[config.mk]
export PLATFORM = sky130hd
export DESIGN_NAME = alu_seq
export DESIGN_NICKNAME = d
export VERILOG_FILES = /design/src/rtl/alu_seq_pkg.sv /design/src/rtl/alu_seq_rf.sv /design/src/rtl/alu_seq.sv
export SDC_FILE = /design/constraint.sdc
export NUM_CORES = 1
export LEC_CHECK = 0
export ABC_AREA = 0
export CAP_MARGIN = 15
export CORE_ASPECT_RATIO = 0.8
export CORE_MARGIN = 1
export CORE_UTILIZATION = 30
export CTS_BUF_LIST = sky130_fd_sc_hd__clkbuf_4 sky130_fd_sc_hd__clkbuf_8
export CTS_CLUSTER_SIZE = 40
export DETAILED_ROUTE_END_ITERATION = 7
export PLACE_DENSITY = 0.58
export SLEW_MARGIN = 15
export SYNTH_ARGS = -nofsm -noshare
export SYNTH_HDL_FRONTEND = slang
export SYNTH_SLANG_ARGS = --single-unit
export TNS_END_PERCENT = 5
[constraint.sdc]
create_clock -name clk -period 4.64 [get_ports clk]
set_clock_uncertainty 0.15 [all_clocks]
set_input_delay 0.696 -clock clk [delete_from_list [all_inputs] [get_ports clk]]
set_output_delay 0.696 -clock clk [all_outputs]
set_load 0.1 [all_outputs]
[src/rtl/alu_seq_pkg.sv]
// Shared definitions for the ALU command issuer: op encodings, FSM states,
// immediate sign extension and the default register count.
package alu_seq_pkg;

  localparam int unsigned NREG_DEF = 8;

  localparam logic [2:0] OP_ADD = 3'b000;
  localparam logic [2:0] OP_SUB = 3'b001;
  localparam logic [2:0] OP_AND = 3'b010;
  localparam logic [2:0] OP_OR  = 3'b011;
  localparam logic [2:0] OP_SRL = 3'b100;
  localparam logic [2:0] OP_SRA = 3'b101;

  typedef enum logic {
    IDLE = 1'b0,
    EXEC = 1'b1
  } state_e;

  function automatic logic [31:0] sext16(input logic [15:0] v);
    return {{16{v[15]}}, v};
  endfunction

  function automatic logic op_defined(input logic [2:0] op);
    return (op <= OP_SRA);
  endfunction

endpackage

[src/rtl/alu_seq_rf.sv]
// NREG x 32 register file: one synchronous write port, two operand read
// ports and a debug read port, all combinational; R0 always reads zero.
module alu_seq_rf
  import alu_seq_pkg::*;
#(
  parameter  int unsigned NREG = NREG_DEF,
  localparam int unsigned RW   = $clog2(NREG)
) (
  input  logic          clk,
  input  logic          reset,
  input  logic          we_i,
  input  logic [RW-1:0] waddr_i,
  input  logic [31:0]   wdata_i,
  input  logic [RW-1:0] raddr_a_i,
  output logic [31:0]   rdata_a_o,
  input  logic [RW-1:0] raddr_b_i,
  output logic [31:0]   rdata_b_o,
  input  logic [RW-1:0] dbg_addr_i,
  output logic [31:0]   dbg_data_o
);

  logic [31:0] regs_q [NREG];

  always_ff @(posedge clk) begin
    if (reset) begin
      for (int unsigned i = 0; i < NREG; i++) begin
        regs_q[i] <= '0;
      end
    end else if (we_i && (waddr_i != '0)) begin
      regs_q[waddr_i] <= wdata_i;
    end
  end

  assign rdata_a_o  = (raddr_a_i  == '0) ? '0 : regs_q[raddr_a_i];
  assign rdata_b_o  = (raddr_b_i  == '0) ? '0 : regs_q[raddr_b_i];
  assign dbg_data_o = (dbg_addr_i == '0) ? '0 : regs_q[dbg_addr_i];

endmodule

[src/rtl/alu_seq.sv]
// Command-driven issuer: accepts reg/reg or reg/imm commands, drives operands
// to an external ALU for one EXEC cycle and writes the result back.
module alu_seq
  import alu_seq_pkg::*;
#(
  parameter  int unsigned NREG  = NREG_DEF,
  parameter  int unsigned CNT_W = 16,
  localparam int unsigned RW    = $clog2(NREG)
) (
  input  logic             clk,
  input  logic             reset,
  input  logic             cmd_valid,
  output logic             cmd_ready,
  input  logic [2:0]       cmd_op,
  input  logic [RW-1:0]    cmd_rd,
  input  logic [RW-1:0]    cmd_rs,
  input  logic [RW-1:0]    cmd_rt,
  input  logic             cmd_imm_en,
  input  logic [15:0]      cmd_imm,
  output logic [31:0]      alu_A,
  output logic [31:0]      alu_B,
  output logic [2:0]       alu_op,
  input  logic [31:0]      alu_C,
  output logic             wb_valid,
  output logic [RW-1:0]    wb_addr,
  output logic [31:0]      wb_data,
  input  logic [RW-1:0]    dbg_addr,
  output logic [31:0]      dbg_data,
  output logic [CNT_W-1:0] op_count,
  output logic             err
);

  state_e           state_q, state_d;
  logic [31:0]      a_q, a_d, b_q, b_d;
  logic [2:0]       op_q, op_d;
  logic [RW-1:0]    rd_q, rd_d;
  logic             wb_valid_q, wb_valid_d;
  logic [RW-1:0]    wb_addr_q, wb_addr_d;
  logic [31:0]      wb_data_q, wb_data_d;
  logic [CNT_W-1:0] cnt_q, cnt_d;
  logic             err_q, err_d;
  logic             exec;
  logic [31:0]      rf_a, rf_b;

  alu_seq_rf #(.NREG(NREG)) u_rf (
    .clk        (clk),
    .reset      (reset),
    .we_i       (exec),
    .waddr_i    (rd_q),
    .wdata_i    (alu_C),
    .raddr_a_i  (cmd_rs),
    .rdata_a_o  (rf_a),
    .raddr_b_i  (cmd_rt),
    .rdata_b_o  (rf_b),
    .dbg_addr_i (dbg_addr),
    .dbg_data_o (dbg_data)
  );

  always_comb begin
    state_d    = state_q;
    a_d        = a_q;
    b_d        = b_q;
    op_d       = op_q;
    rd_d       = rd_q;
    wb_valid_d = 1'b0;
    wb_addr_d  = wb_addr_q;
    wb_data_d  = wb_data_q;
    cnt_d      = cnt_q;
    err_d      = err_q;
    exec       = 1'b0;
    case (state_q)
      IDLE: begin
        if (cmd_valid) begin
          a_d     = rf_a;
          b_d     = cmd_imm_en ? sext16(cmd_imm) : rf_b;
          op_d    = cmd_op;
          rd_d    = cmd_rd;
          state_d = EXEC;
        end
      end
      EXEC: begin
        exec       = 1'b1;
        wb_valid_d = 1'b1;
        wb_addr_d  = rd_q;
        wb_data_d  = alu_C;
        if (cnt_q != '1) cnt_d = cnt_q + CNT_W'(1);
        if (!op_defined(op_q)) err_d = 1'b1;
        state_d    = IDLE;
      end
      default: state_d = IDLE;
    endcase
  end

  always_ff @(posedge clk) begin
    if (reset) begin
      state_q    <= IDLE;
      a_q        <= '0;
      b_q        <= '0;
      op_q       <= '0;
      rd_q       <= '0;
      wb_valid_q <= 1'b0;
      wb_addr_q  <= '0;
      wb_data_q  <= '0;
      cnt_q      <= '0;
      err_q      <= 1'b0;
    end else begin
      state_q    <= state_d;
      a_q        <= a_d;
      b_q        <= b_d;
      op_q       <= op_d;
      rd_q       <= rd_d;
      wb_valid_q <= wb_valid_d;
      wb_addr_q  <= wb_addr_d;
      wb_data_q  <= wb_data_d;
      cnt_q      <= cnt_d;
      err_q      <= err_d;
    end
  end

  // Ready is masked by reset itself so no command is taken at a reset edge.
  assign cmd_ready = (state_q == IDLE) && !reset;
  assign alu_A     = (state_q == EXEC) ? a_q  : '0;
  assign alu_B     = (state_q == EXEC) ? b_q  : '0;
  assign alu_op    = (state_q == EXEC) ? op_q : '0;
  assign wb_valid  = wb_valid_q;
  assign wb_addr   = wb_addr_q;
  assign wb_data   = wb_data_q;
  assign op_count  = cnt_q;
  assign err       = err_q;

endmodule

# Word-level counts from Yosys, hierarchy flattened
# Memory sizes are Yosys's and may differ from the RTL's.
# Index checks and enable logic that the tools add are counted.
# Widths: inputs -> output; s select.
[totals] ramBits=256 word_cells=45 n_memories=1 output_inout_bits=153 inputBits=67 reg_bits=124
[op_classes] addsub=1 n_lt_le_gt_ge=1 n_eq_ne=1 bitwise=2 n_reduce_logical=11 muxes=18
[memory_table] memory="u_rf.regs_q" depth=8 word_bits=32 read_ports=3 rd_ports_with_merged_regs=0 write_ports=8 line_no="alu_seq_rf.sv:22" text="logic [31:0] regs_q [NREG];"
[ops] op="$mux 32" n=7
[ops] op="$reduce_or 32->1" n=1
[ops] op="$add 16x1->16 const B" n=1
[ops] op="$ne 16x16->1 const B" n=1
[ops] op="$logic_not 3->1" n=3
[ops] op="$mux 1" n=8
[ops] op="$mux 3" n=2
[ops] op="$reduce_and 2->1" n=3
[ops] op="$le 3x3->1 const B" n=1
[ops] op="$reduce_bool 3->1" n=1
[ops] op="$logic_and 1x1->1" n=2
[ops] op="$not 1->1" n=2
[ops] op="$pmux 1 s2" n=1
[ops] op="$logic_not 1->1" n=1

# Depth between registers and ports, before layout
[depth] depth_word=7 depth_mapped=8 depth_no_buf=5

# Modules after synthesis
# Synthesis repeated with hierarchy kept, for this count alone.
[unflattened] hier_cells=1691 hier_area_um2=19097.1
[by_module_without_submodules] module="alu_seq_rf" cells_each=1081 n_inst=1 seq_area_each_um2=6726.5 area_each_um2=13822.0
[by_module_without_submodules] module="alu_seq" cells_each=610 n_inst=1 seq_area_each_um2=2482.4 area_each_um2=5275.1

# Worst setup path after synthesis
# OpenSTA, ideal clock, no wires.
[synth_path] path_type="input -> output" startpoint="input dbg_addr[1]" endpoint="output dbg_data[31]" slack_ns=0.140 n_path_buf=2 cell_stages=5 t_arrival_ns=3.654 t_required_ns=3.794 cell_sequence="buf_2 nor2b_1 clkbuf_1 a22oi_1 o21ai_0"
[synth_via] elab_chain_cells=2 elab_cells_between_ends=3 cone_classes="mux: 1; reduce/logical: 1; memory: 1"
[synth_rtl] item="start: declaration" line_no="alu_seq.sv:27" text="input logic [RW-1:0] dbg_addr,"
[synth_rtl] item="$mem_v2 8x32 / $logic_not 3->1 (equally long branches)"
[synth_rtl] item="$mux 32 *" line_no="alu_seq_rf.sv:36" text="assign dbg_data_o = (dbg_addr_i == '0) ? '0 : regs_q[dbg_addr_i];"
[synth_rtl] item="end: declaration" line_no="alu_seq.sv:28" text="output logic [31:0] dbg_data,"
# Every way passes the cells marked *; elsewhere a longest branch is shown, timed or not.

# Worst setup path in the final report
[layout_path] startpoint="register state_q" endpoint="output alu_op[1]"
[layout_via] elab_chain_cells=1
[layout_rtl] item="start: declaration" line_no="alu_seq.sv:33" text="state_e state_q, state_d;"
[layout_rtl] item="start signal: assignment" line_no="alu_seq.sv:107" text="state_q <= state_d;"
[layout_rtl] item="$mux 3" line_no="alu_seq.sv:124" text="assign alu_op = (state_q == EXEC) ? op_q : '0;"
[layout_rtl] item="end: declaration" line_no="alu_seq.sv:22" text="output logic [2:0] alu_op,"
# No other way between the ends.

==> impl_metrics.yaml <==
status:
  status: "completed"
timing:
  worstMarginPinSlew_ns: 1.21
  clock.fmax_mhz: 245
  period_share: 0.880
  period_minus_slack_ns: 4.08
  hold_viol: 0
  slew-limit-headroom: 0.195
  setup-tns-final_ns: 0
  finalMaxSlewViolations: 0
  setup_viol_count_final: 0
  rsz0062_at_grt: "false"
cts:
  cts_hold_buffers: 0
  post_cts_resized: 0
  clock_sinks: 348
  clockBufferDepth: 3
  tritoncts: "yes"
  root_buffer: "clkbuf_8"
  post_cts_buffers: 0
  clkTransAtPathRegs_ns: 0.06
  h-tree-depth: 2
  numCtsBuffers: 61
  clk_latency_ns: 0.68
grt:
  track_usage: 0.207
  grt_pass1_wl_um: 96700
  grt_antenna_before_repair: 4
  overflow: 0
  grt_max_degree: 75
  grt_pass1_vias: 14500
drt:
  drt_iter0_drc: 1219
  vias: 14600
  drc: 0
  wl_um: 67200
  final_antenna_net_count: 0
  firstDrtPassIters: 5
  via_per_inst: 5.31
  wl_per_cell_um: 24.4
floorplan:
  dieArea_um2: 63700
  rows: 81
  die_width_um: 282
  start_util: 0.306
  ioPinCount: 220
  core-area_um2: 61500
  dieHeight_um: 226
power_and_ir_drop:
  ir_drop_mv: 0.175
  power_density_nw_per_um2: 351
  power_leakage_nw: 8.71
critical_path:
  path_class: "reg -> out"
  crit_arrival_ns: 3.24
  cp_slowest_cell: "clkdlybuf4s50_1"
  worstSetupEndpointType: "output port"
  crit_chain: "buf_4 -> and2_1 -> clkdlybuf4s50_1"
  cpPeakStageDelay_ns: 1.14
  startpoint_type: "register"
  crit_path_max_fanout: 67
  cp.required_ns: 3.79
synthesis:
  synth_edf_count: 224
  synth_compound_area_frac: 0.114
  synth_area_leader_cell: "edfxtp_1"
  ys_warn_count: 0
  syn_area_per_cell_um2: 11.1
  seq_area_frac_synth: 0.490
  syn_inst: 1692
  syn_nets: 1760
  yosysTopAreaCellShare: 0.358
  synth_seq_cells: 348
  yosys.area_share.xor_xnor: 0.000932
  synth_top_family_by_area: "multiplexers"
  synthArstFlopShare: 0
  netlist_top_cells_area: "edfxtp_1 (36%), dfxtp_1 (13%), and2_1 (9.7%)"
  synth_flop_cell: "edfxtp_1"
  synth_cell_types: 50
  synthAdderAreaFrac: 0.000666
  netlist_area_um2: 18800
  yosys.area_share.simple: 0.165
  synth_mux_area_frac: 0.185
cells_and_area:
  regArea_um2: 9210
  multi_input_area_um2: 8800
  area_delta_synth_final_pct: 24.0
  fillCellCount: 5999
  final_common_cell: "and2_1"
  utilization: 0.379
  nets: 1940
  final_cell_mix: "and2_1 (292), edfxtp_1 (224), clkdlybuf4s50_1 (155)"
  drive_gt1_frac: 0.196
hold_path:
  hold_path_class: "in -> reg"
place:
  place_congestion: 0.803
  port_buffers: 219
  hpwlAfterDp_um: 40500
run:
  maxCapViolations: 0
final timing paths:
kind | start | end | slack, ns | cells past startpoint
min reg2reg | b_q[24] | b_q[24] | 0.30 | 2
min | reset | wb_data[0] | 0.15 | 2
max reg2reg | state_q | u_rf.regs_q[4][7] | 1.31 | 6
max | state_q | alu_op[1] | 0.56 | 3
cells in the mapped netlist (8+ instances only):
master	n
a211oi_1	32
a21oi_1	96
a221o_1	8
a221oi_1	61
a22oi_1	18
and2_1	292
and3_1	9
buf_1	9
buf_2	36
clkbuf_1	88
dfxtp_1	124
edfxtp_1	224
inv_1	35
mux2_2	93
mux2i_1	148
mux4_2	40
nand2_1	44
nor2_1	90
nor2b_1	11
nor3_1	69
o21a_1	18
o21ai_0	23
o21ai_1	12
o22ai_1	31
layout make-up:
class | count | share of cell area
clock buffer | 79 | 0.0432
clock inverter | 36 | 0.0142
antenna | 1 | 0.000107
sequential | 348 | 0.395
inverter | 35 | 0.00564
timing repair buffer | 263 | 0.119
tap | 830 | 0.0446
multi-input combinational | 1163 | 0.378
registers in the layout (all words and copies together) (netlist names), 3 cells and up:
register     count
u_rf.regs_q    224
rd_q             3
op_q             3
b_q             32
op_count        16
wb_data         32
wb_addr          3
a_q             32
power by group:
| group | total (mW) | internal (mW) | switching [mW] |
|---|---|---|---|
| Sequential | 3.54 | 3.43 | 0.110 |
| Clock | 3.15 | 1.76 | 1.39 |
| Combinational | 1.48 | 0.488 | 0.993 |
layer usage:
metal  share of wire  GRT usage
met2            0.44      0.319
met3           0.079     0.0442
met5               0          0
met4           0.019     0.0514
met1            0.46      0.292
worst max-delay path: cells and delay by family (launching register included):
| kind | cells | cell delay, ns |
|---|---|---|
| buffers and inverters | 2 | 1.46 |
| flip-flops | 1 | 0.83 |
| AND/OR/NAND/NOR | 1 | 0.17 |
cells by family after synthesis:
family	count (synthesis)
adders and majority gates	1
xor gates and xnor gates	2
and+or+nand+nor	558
AOI/OAI and AO/OA	316
buffers and inverters	181
muxes	286
DFF	348
per-stage QoR:
stage / std cells / power (mW) / hold WS (ns) / instance area, um2 / setup slack [ns]
after floorplan: 1692 / 4.53 / 0.267 / 18800 / 0.140
after global placement: 2639 / 5.06 / 0.285 / 22000 / 0.973
after detailed placement: 2639 / 5.08 / 0.290 / 22000 / 0.941
after CTS: 2754 / 8.24 / 0.0881 / 23300 / 0.405
after global routing: 2754 / 8.44 / 0.109 / 23300 / 0.350
final: 2755 / 8.17 / 0.149 / 23300 / 0.555
Note: power is estimated with default switching activity, not from simulation.
